<file path="src/rtl/alu_op_sequencer_pkg.sv">
// Shared constants for the ALU select sequencer: ALU select codes, RV32 opcode/funct7
// values, FSM state encodings and the base funct3 decode used by R-type and I-type ops.
package alu_op_sequencer_pkg;

    // ALU operation select codes, also consumed by the ALU itself
    localparam logic [3:0] ALU_SLL     = 4'b0000;
    localparam logic [3:0] ALU_SRL     = 4'b0001;
    localparam logic [3:0] ALU_ADD     = 4'b0010;
    localparam logic [3:0] ALU_AND     = 4'b0011;
    localparam logic [3:0] ALU_OR      = 4'b0100;
    localparam logic [3:0] ALU_XOR     = 4'b0101;
    localparam logic [3:0] ALU_SLTU    = 4'b0110;
    localparam logic [3:0] ALU_MUL     = 4'b0111;
    localparam logic [3:0] ALU_MULHU16 = 4'b1000;
    localparam logic [3:0] ALU_DIVU    = 4'b1001;
    localparam logic [3:0] ALU_REMU    = 4'b1010;
    localparam logic [3:0] ALU_SUB     = 4'b1011;

    // Major opcodes (instr[6:0])
    localparam logic [6:0] OP_R      = 7'b0110011;
    localparam logic [6:0] OP_I      = 7'b0010011;
    localparam logic [6:0] OP_LOAD   = 7'b0000011;
    localparam logic [6:0] OP_STORE  = 7'b0100011;
    localparam logic [6:0] OP_BRANCH = 7'b1100011;
    localparam logic [6:0] OP_LUI    = 7'b0110111;
    localparam logic [6:0] OP_AUIPC  = 7'b0010111;
    localparam logic [6:0] OP_JAL    = 7'b1101111;
    localparam logic [6:0] OP_JALR   = 7'b1100111;

    // funct7 variants
    localparam logic [6:0] F7_BASE   = 7'b0000000;
    localparam logic [6:0] F7_ALT    = 7'b0100000;
    localparam logic [6:0] F7_MULDIV = 7'b0000001;

    // Sequencer FSM states
    localparam logic [1:0] ST_IDLE = 2'b00;
    localparam logic [1:0] ST_HOLD = 2'b01;
    localparam logic [1:0] ST_OUT  = 2'b10;

    // How long the ALU needs the select held
    typedef enum logic [1:0] {
        CLS_SINGLE = 2'b00,
        CLS_MUL    = 2'b01,
        CLS_DIV    = 2'b10
    } op_class_e;

    // Base funct3 map shared by R-type (funct7=0) and I-type ops; returns {illegal, sel}.
    // SLT/SLTI (010) are not supported and come back illegal with sel=ADD.
    function automatic logic [4:0] base_f3_decode(input logic [2:0] f3);
        logic [4:0] r;
        case (f3)
            3'b000:  r = {1'b0, ALU_ADD};
            3'b001:  r = {1'b0, ALU_SLL};
            3'b011:  r = {1'b0, ALU_SLTU};
            3'b100:  r = {1'b0, ALU_XOR};
            3'b101:  r = {1'b0, ALU_SRL};
            3'b110:  r = {1'b0, ALU_OR};
            3'b111:  r = {1'b0, ALU_AND};
            default: r = {1'b1, ALU_ADD};
        endcase
        return r;
    endfunction

endpackage

</file>
<file path="src/rtl/alu_op_decode.sv">
// Combinational decode of RV32IM instruction fields into an ALU select code, an
// illegal flag, a branch flag and the multicycle class of the operation.
module alu_op_decode
    import alu_op_sequencer_pkg::*;
(
    input  logic [6:0] i_opcode,
    input  logic [2:0] i_funct3,
    input  logic [6:0] i_funct7,
    output logic [3:0] o_sel,
    output logic       o_illegal,
    output logic       o_is_branch,
    output op_class_e  o_op_class
);

    logic [4:0] w_base;

    // Decode opcode/funct fields; anything unsupported falls back to ADD with illegal set
    always_comb begin
        w_base      = base_f3_decode(i_funct3);
        o_sel       = ALU_ADD;
        o_illegal   = 1'b0;
        o_is_branch = 1'b0;
        o_op_class  = CLS_SINGLE;
        case (i_opcode)
            OP_R: begin
                case (i_funct7)
                    F7_BASE: {o_illegal, o_sel} = w_base;
                    F7_ALT: begin
                        // Only SUB lives here; SRA is not supported
                        if (i_funct3 == 3'b000) o_sel = ALU_SUB;
                        else                    o_illegal = 1'b1;
                    end
                    F7_MULDIV: begin
                        case (i_funct3)
                            3'b000: begin o_sel = ALU_MUL;     o_op_class = CLS_MUL; end
                            3'b001: begin o_sel = ALU_MULHU16; o_op_class = CLS_MUL; end
                            3'b101: begin o_sel = ALU_DIVU;    o_op_class = CLS_DIV; end
                            3'b111: begin o_sel = ALU_REMU;    o_op_class = CLS_DIV; end
                            default: o_illegal = 1'b1;
                        endcase
                    end
                    default: o_illegal = 1'b1;
                endcase
            end
            OP_I: begin
                // Immediate shifts need a clean funct7, which rules out SRAI
                if ((i_funct3 == 3'b001 || i_funct3 == 3'b101) && i_funct7 != F7_BASE) begin
                    o_illegal = 1'b1;
                end else begin
                    {o_illegal, o_sel} = w_base;
                end
            end
            OP_LOAD, OP_STORE, OP_LUI, OP_AUIPC, OP_JAL, OP_JALR: o_sel = ALU_ADD;
            OP_BRANCH: begin
                o_sel       = ALU_SUB;
                o_is_branch = 1'b1;
            end
            default: o_illegal = 1'b1;
        endcase
        if (o_illegal) begin
            o_sel      = ALU_ADD;
            o_op_class = CLS_SINGLE;
        end
    end

endmodule

</file>
<file path="src/rtl/alu_op_sequencer.sv">
// Issue-stage sequencer: accepts one decoded instruction per handshake, registers the ALU
// select and holds it across a multicycle window for MUL/DIV codes before flagging it valid.
module alu_op_sequencer
    import alu_op_sequencer_pkg::*;
#(
    parameter int unsigned MUL_CYCLES = 2,
    parameter int unsigned DIV_CYCLES = 4
) (
    input  logic       clk,
    input  logic       reset,
    input  logic       in_valid,
    output logic       in_ready,
    input  logic [6:0] opcode,
    input  logic [2:0] funct3,
    input  logic [6:0] funct7,
    output logic [3:0] alu_sel,
    output logic       sel_valid,
    input  logic       out_ready,
    output logic       illegal,
    output logic       is_branch,
    output logic       busy
);

    localparam int unsigned CNT_MAX = (MUL_CYCLES > DIV_CYCLES) ? MUL_CYCLES : DIV_CYCLES;
    localparam int unsigned CNT_W   = (CNT_MAX > 1) ? $clog2(CNT_MAX) : 1;
    localparam logic [CNT_W-1:0] MUL_LOAD = CNT_W'(MUL_CYCLES - 1);
    localparam logic [CNT_W-1:0] DIV_LOAD = CNT_W'(DIV_CYCLES - 1);

    logic [1:0]       r_state;
    logic [CNT_W-1:0] r_cnt;
    logic [3:0]       r_sel;
    logic             r_illegal;
    logic             r_is_branch;

    logic [3:0] w_dec_sel;
    logic       w_dec_illegal;
    logic       w_dec_is_branch;
    op_class_e  w_dec_class;
    logic       w_in_ready;
    logic       w_accept;

    alu_op_decode u_decode (
        .i_opcode    (opcode),
        .i_funct3    (funct3),
        .i_funct7    (funct7),
        .o_sel       (w_dec_sel),
        .o_illegal   (w_dec_illegal),
        .o_is_branch (w_dec_is_branch),
        .o_op_class  (w_dec_class)
    );

    // Ready in IDLE, or in OUT when the consumer drains the current result this cycle
    assign w_in_ready = !reset && ((r_state == ST_IDLE) || (r_state == ST_OUT && out_ready));
    assign w_accept   = in_valid && w_in_ready;

    // FSM, hold counter and registered decode results
    always_ff @(posedge clk) begin
        if (reset) begin
            r_state     <= ST_IDLE;
            r_cnt       <= '0;
            r_sel       <= ALU_ADD;
            r_illegal   <= 1'b0;
            r_is_branch <= 1'b0;
        end else if (w_accept) begin
            r_sel       <= w_dec_sel;
            r_illegal   <= w_dec_illegal;
            r_is_branch <= w_dec_is_branch;
            case (w_dec_class)
                CLS_MUL: begin
                    r_state <= ST_HOLD;
                    r_cnt   <= MUL_LOAD;
                end
                CLS_DIV: begin
                    r_state <= ST_HOLD;
                    r_cnt   <= DIV_LOAD;
                end
                default: r_state <= ST_OUT;
            endcase
        end else begin
            case (r_state)
                ST_IDLE: r_state <= ST_IDLE;
                ST_HOLD: begin
                    if (r_cnt == '0) r_state <= ST_OUT;
                    else             r_cnt   <= r_cnt - CNT_W'(1);
                end
                ST_OUT: begin
                    if (out_ready) r_state <= ST_IDLE;
                end
                default: r_state <= ST_IDLE;
            endcase
        end
    end

    assign in_ready  = w_in_ready;
    assign alu_sel   = r_sel;
    assign illegal   = r_illegal;
    assign is_branch = r_is_branch;
    assign sel_valid = (r_state == ST_OUT);
    assign busy      = (r_state == ST_HOLD);

endmodule

</file>
<file path="config.mk">
export PLATFORM = sky130hd
export DESIGN_NAME = alu_op_sequencer
export DESIGN_NICKNAME = d
export VERILOG_FILES = /design/src/rtl/alu_op_sequencer_pkg.sv /design/src/rtl/alu_op_decode.sv /design/src/rtl/alu_op_sequencer.sv
export SDC_FILE = /design/constraint.sdc
export NUM_CORES = 1
export LEC_CHECK = 0
export BUFFER_PORTS_ARGS = -buffer_cell sky130_fd_sc_hd__buf_2
export CAP_MARGIN = 20
export CORE_MARGIN = 8
export CORE_UTILIZATION = 44
export CTS_CLUSTER_DIAMETER = 40
export DETAILED_ROUTE_END_ITERATION = 7
export PLACE_DENSITY = 0.74
export SLEW_MARGIN = 20
export SYNTH_ARGS = -nofsm -noshare
export SYNTH_HDL_FRONTEND = slang
export SYNTH_SLANG_ARGS = --single-unit
</file>
<file path="constraint.sdc">
create_clock -name clk -period 2.1 [get_ports clk]
set_input_delay 0.21 -clock clk [delete_from_list [all_inputs] [get_ports clk]]
set_output_delay 0.21 -clock clk [all_outputs]
set_load 0.01 [all_outputs]
</file>
* After elaboration in Yosys (flattened, before gate mapping)
Index checks and enable logic that the tools add are counted.
** Storage, ports and cells
- Flip-flop bits (word level) :: 10
- Bits of input ports :: 21
- Output and inout port bits :: 9
- Logic and storage cells :: 77
** Cells by class
- Add/subtract/negate cells :: 1
- Equality and inequality tests :: 25
- Multiplexer cells :: 26
- Reduce and logical (&&, ||, !) cells :: 20
** Operators by type and width (number)
- one-hot mux 5 bit (7 select lines) :: 1
- equality test 7 x 6 -> 1 bit (second input constant) :: 4
- one-hot mux 4 bit (3 select lines) :: 2
- equality test 7 bit (second input constant) :: 3
- two-way mux 2 bit :: 10
- one-hot mux 4 bit (4 select lines) :: 1
- equality test 7 x 5 -> 1 bit (second input constant) :: 2
- equality test 3 bit (second input constant) :: 4
- two-way mux 4 bit :: 3
- one-hot mux 2 bit (2 select lines) :: 3
- inequality test 3 x 1 -> 1 bit (second input constant) :: 3
- equality test 7 x 1 -> 1 bit (second input constant) :: 1
- equality test 7 x 2 -> 1 bit (second input constant) :: 1
- zero test 7 bit :: 1
- nonzero test 7 bit :: 1
- OR reduction 7 bit :: 1
- one-hot mux 1 bit (3 select lines) :: 2
- OR reduction 2 bit :: 3
- equality test 2 x 1 -> 1 bit (second input constant) :: 2
- equality test 2 bit (second input constant) :: 2
- logical AND 1 bit :: 4
- zero test 2 bit :: 2
- two-way mux 1 bit :: 4
- OR reduction 4 bit :: 1
- other kinds (10) :: 11

* Longest topological paths before layout
- Word-level depth :: 10
- Depth in mapped cells :: 8
- Mapped depth without buffers :: 8

* Hierarchy
A second synthesis with hierarchy kept.
** Unflattened totals
- Cell total of the unflattened synthesis :: 126
- Area total of the unflattened synthesis :: 987.2 µm²
** Modules (own cells, without submodules)
- alu_op_sequencer :: times used 1, cells each 64, area an instance 545.5 µm², sequential area each 200.2 µm²
- alu_op_decode :: times used 1, cells each 62, area an instance 441.7 µm², sequential area each 0.0 µm²

* Worst setup path after synthesis
No wires, ideal clock.
- Path type :: input port to flip-flop
- Start point :: input port funct7[1]
- End point :: register r_state[1]
- Setup time :: 0.070 ns
- Arrival time :: 2.216 ns
- Data required time :: 2.030 ns
- Slack :: -0.186 ns
- Stages on the path :: 7
- Buffers on the path :: 0
- Path through :: or3_4 or4_4 or3_4 ha_1 a31oi_1 or2_2 a21oi_1
** Between the ends
- Longest elaborated chain between the ends :: 9
- Elaborated cells on any way between the ends :: 16
- Those cells by class :: eq/ne: 4; mux: 8; reduce/logical: 4
** RTL lines
- start: declaration :: RTL line alu_op_sequencer.sv:15 : input logic [6:0] funct7,
- branches (longest 4 deep; another with equality test 7 x 1 -> 1 bit)
- two-way mux 2 bit (*) :: RTL line alu_op_decode.sv:60 : if (o_illegal) begin
- equality test 2 bit or equality test 2 x 1 -> 1 bit (tied branches) :: RTL line alu_op_sequencer.sv:68 : case (w_dec_class)
- OR reduction 2 bit (no source line) (*)
- two-way mux 2 bit (*) :: RTL line alu_op_sequencer.sv:68
- two-way mux 2 bit (*) :: RTL line alu_op_sequencer.sv:64 : end else if (w_accept) begin
- end signal: assignment :: RTL line alu_op_sequencer.sv:70 : r_state <= ST_HOLD;
- end signal: assignment :: RTL line alu_op_sequencer.sv:74 : r_state <= ST_HOLD;
- end signal: assignment :: RTL line alu_op_sequencer.sv:77 : default: r_state <= ST_OUT;
- end: declaration :: RTL line alu_op_sequencer.sv:29 : logic [1:0] r_state;
Every way passes the cells marked *.
A chain may end at the register's enable or synchronous reset.

* Worst setup path after layout
- Start point :: input port funct7[2]
- End point :: register r_state[1]
The elaborated chain is that of the path after synthesis.

==> summary.txt <==
Worst setup path
  • Worst r2r src: r_state[0]
  • Crit Path Max Fanout: 3
  • Required @ worst endpoint: between 2 and 2.5 ns
  • Crit path arrival time: ~2.3 ns
  • Cells on worst reg2reg path: 4
  • RR Endpoint: illegal
  • Reg2Reg Setup Slack: 0.54 ns
  • Crit start category: primary input
  • Worst Setup End Kind: flip-flop
  • WS Path Type: primary input to flip-flop

STA
  • Max Fclk: 483 MHz
  • Final worst-path cycle share: 98.6%
  • Final setup viols: 0
  • PnR worst setup slack: 0.0286 ns
  • RSZ-0062 raised after global routing: false
  • Clock skew: ~0.013 ns
  • Hold violation count in the final report: 0
  • Max Slew Vio Count: 0
  • Min Tclk post-route: 2.07 ns
  • Worst slew pin tran: 0.537 ns
  • Slew HR: 64.0%

Global route
  • Largest net degree at the start of global routing: 15
  • Gr ovfl total: 0
  • Total GRT Usage: 13.0%
  • Initial antenna violation count: 0
  • Vias in the first global route: 881
  • First-pass GRT wire length: roughly 3.8 mm

Layout
  • Fillers: 185
  • Most frequent cells in the layout: 27 x buf_2, 10 x inv_1, 10 x dfxtp_1, 7 x nor2b_1, 7 x o21ai_0
  • Most common cell after layout, fill and taps aside: buf_2
  • Layout cell share with drive strength beyond 1: 34.0%
  • Antenna Cells: 0
  • Final Cell Area: 1160 um2
  • Layout Nets: 172
  • Area Overhead vs Synth: 28.4%

Synth
  • Synthesized area per cell: 7.80 um2
  • Seq/Total Area, Yosys: between 20% and 30%
  • Synth cell types: 48
  • Yosys reg bits: 10
  • Commonest register cell after synthesis: dfxtp_1
  • Async SR Flop Fraction: 0%
  • Yosys warning total: 0
  • Cell Area, Synth: ~900 um2
  • Syn_nets: 140
  • Post-synth EDFFs: 0
  • Post-Synthesis Cells: 116

Placement
  • I/O Buffers: 29
  • Gpl congestion: 0.851
  • HPWL Detailed: about 1.9 mm
  • Pre-CTS setup slack: -0.281 ns
  • Post-DP Area: 1100 um2

Pwr
  • P_leak: 0.479 nW
  • Post-layout power: a little under 0.5 mW
  • PwrDens: 417 nW/um2
  • VDD IR-drop max: 0.195 mV

Min path
  • Hold crit path type: primary input to flip-flop
  • Worst hold stages: 2
  • Hold Path End: r_state[1]
  • Hold Crit Start: reset

Clock network
  • Max H-tree Level: 1
  • Clk sinks: 10
  • CTS Buf Count: 3
  • Post-CTS Setup Bufs: 0
  • Worst-path clk slew: 0.08 ns
  • CTS tree: done
  • Clk_lat worst skew: 0.27 ns
  • CTS Hold Bufs: 0
  • Max Root-Sink Buffers: 2
  • Clock root buffer: clkbuf_4

Drt
  • DRT iter0 DRCs: 50
  • Wire per inst: 13.9 um
  • Vias: 994
  • Drt drc: 0
  • Final ANT Viol Nets: 0
  • Initial DRT Pass Iterations: 6
  • DR vias/cell: between 5 and 6
  • DRT Wirelength: 2.41 mm

Die
  • Die width: 61.3 um
  • Area of the core: 1940 um2
  • I/O Pins: 30
  • Die area: 3760 um2
  • Starting density of the core: 46.6%
  • Die Y: between 60 and 70 um
  • Num rows: 16

Job
  • Max-Cap Viols: 0

Outcome
  • Status: finished clean
==> cell usage after synthesis (3+ instances only) <==
master / number / area share [%]
nand2_1: 6 / 2.5
nor2b_1: 7 / 4.8
nor2_1: 6 / 2.5
clkbuf_1: 3 / 1.2
nor3b_1: 3 / 2.5
inv_1: 10 / 4.1
o21ai_0: 7 / 3.9
nand2b_1: 3 / 2.1
dfxtp_1: 10 / 22
a21oi_1: 5 / 2.8
nor3_1: 4 / 2.2
ha_1: 3 / 4.1
==> how the worst max path moves through the flow <==
stage | startpoint | to | slack, ns | depth (start not counted)
CTS | funct7[1] | r_state[1] | 0.02 | 8
global placement | funct7[1] | r_state[1] | -0.23 | 8
detailed placement | funct7[1] | r_cnt[1] | -0.28 | 8
global route | funct7[2] | r_state[1] | 0.001 | 8
finish | funct7[2] | r_state[1] | 0.03 | 8
floorplan | funct7[1] | r_state[1] | -0.09 | 7
==> sequential cells by signal, summed over array words and instances (netlist names) <==
| name | cells |
|---|---|
| alu_sel | 4 |
| illegal | 1 |
| is_branch | 1 |
| r_cnt | 2 |
| r_state | 2 |
==> per-layer routing <==
metal | part of all wire [%] | vias to the layer above | wire length, um | global-route usage [%]
met3 | 8.5 | 2 | 205 | 2.51
met2 | 45 | 36 | 1080 | 19.4
met1 | 46 | 457 | 1100 | 17.2
met5 | 0 | - | 0 | 0
met4 | 1.1 | 0 | 27 | 6.49
li1 | - | 499 | - | -
==> area by class of cell <==
type | instances | area [um2] | area share (%)
Tap cell | 27 | 33.8 | 2.91
Sequential cell | 10 | 200 | 17.2
Multi-Input combinational cell | 90 | 669 | 57.7
Timing Repair Buffer | 32 | 180 | 15.5
Inverter | 11 | 41.3 | 3.56
Clock buffer | 4 | 36.3 | 3.13
==> power by group <==
part	leakage [nW]	switching [mW]	internal (mW)	total, mW
Clock	0.0210	0.0719	0.105	0.177
Combinational	0.377	0.0600	0.0512	0.111
Sequential	0.0811	0.00266	0.193	0.195
Total	0.479	0.135	0.349	0.484
==> logic make-up after synthesis <==
kind of cell / Yosys count / synth area share [%]
DFF: 10 / 22.1
xor gates and xnor gates: 1 / 0.968
and+or+nand+nor: 50 / 35.1
adders and majority gates: 3 / 4.15
buffers and inverters: 16 / 8.57
AOI/OAI and AO/OA: 36 / 29.0
==> critical path, cell delays in order <==
cell	delay, ns
buf_6	0.09
or3_4	0.37
or4_4	0.50
or3_4	0.41
ha_4	0.29
a31oi_1	0.07
or2_4	0.23
a21oi_2	0.10
==> what timing repair did <==
action / in CTS / in global routing
pin swaps: 0 / 5
gates resized for setup: 1 / 4
endpoints found under the setup margin: 1 / 2
==> per-stage QoR <==
step           hold WS (ns)  std cells  TNS [ns]  utilization (%)
2_1_floorplan         0.272        116    -0.111                -
3_3_place_gp          0.432        170    -0.565             56.7
3_5_place_dp          0.438        170    -0.703             56.7
4_1_cts               0.179        174         0             58.6
5_1_grt               0.185        174         0             59.8
6_report              0.191        174         0             59.8
Power figures use the tool's default switching activity.
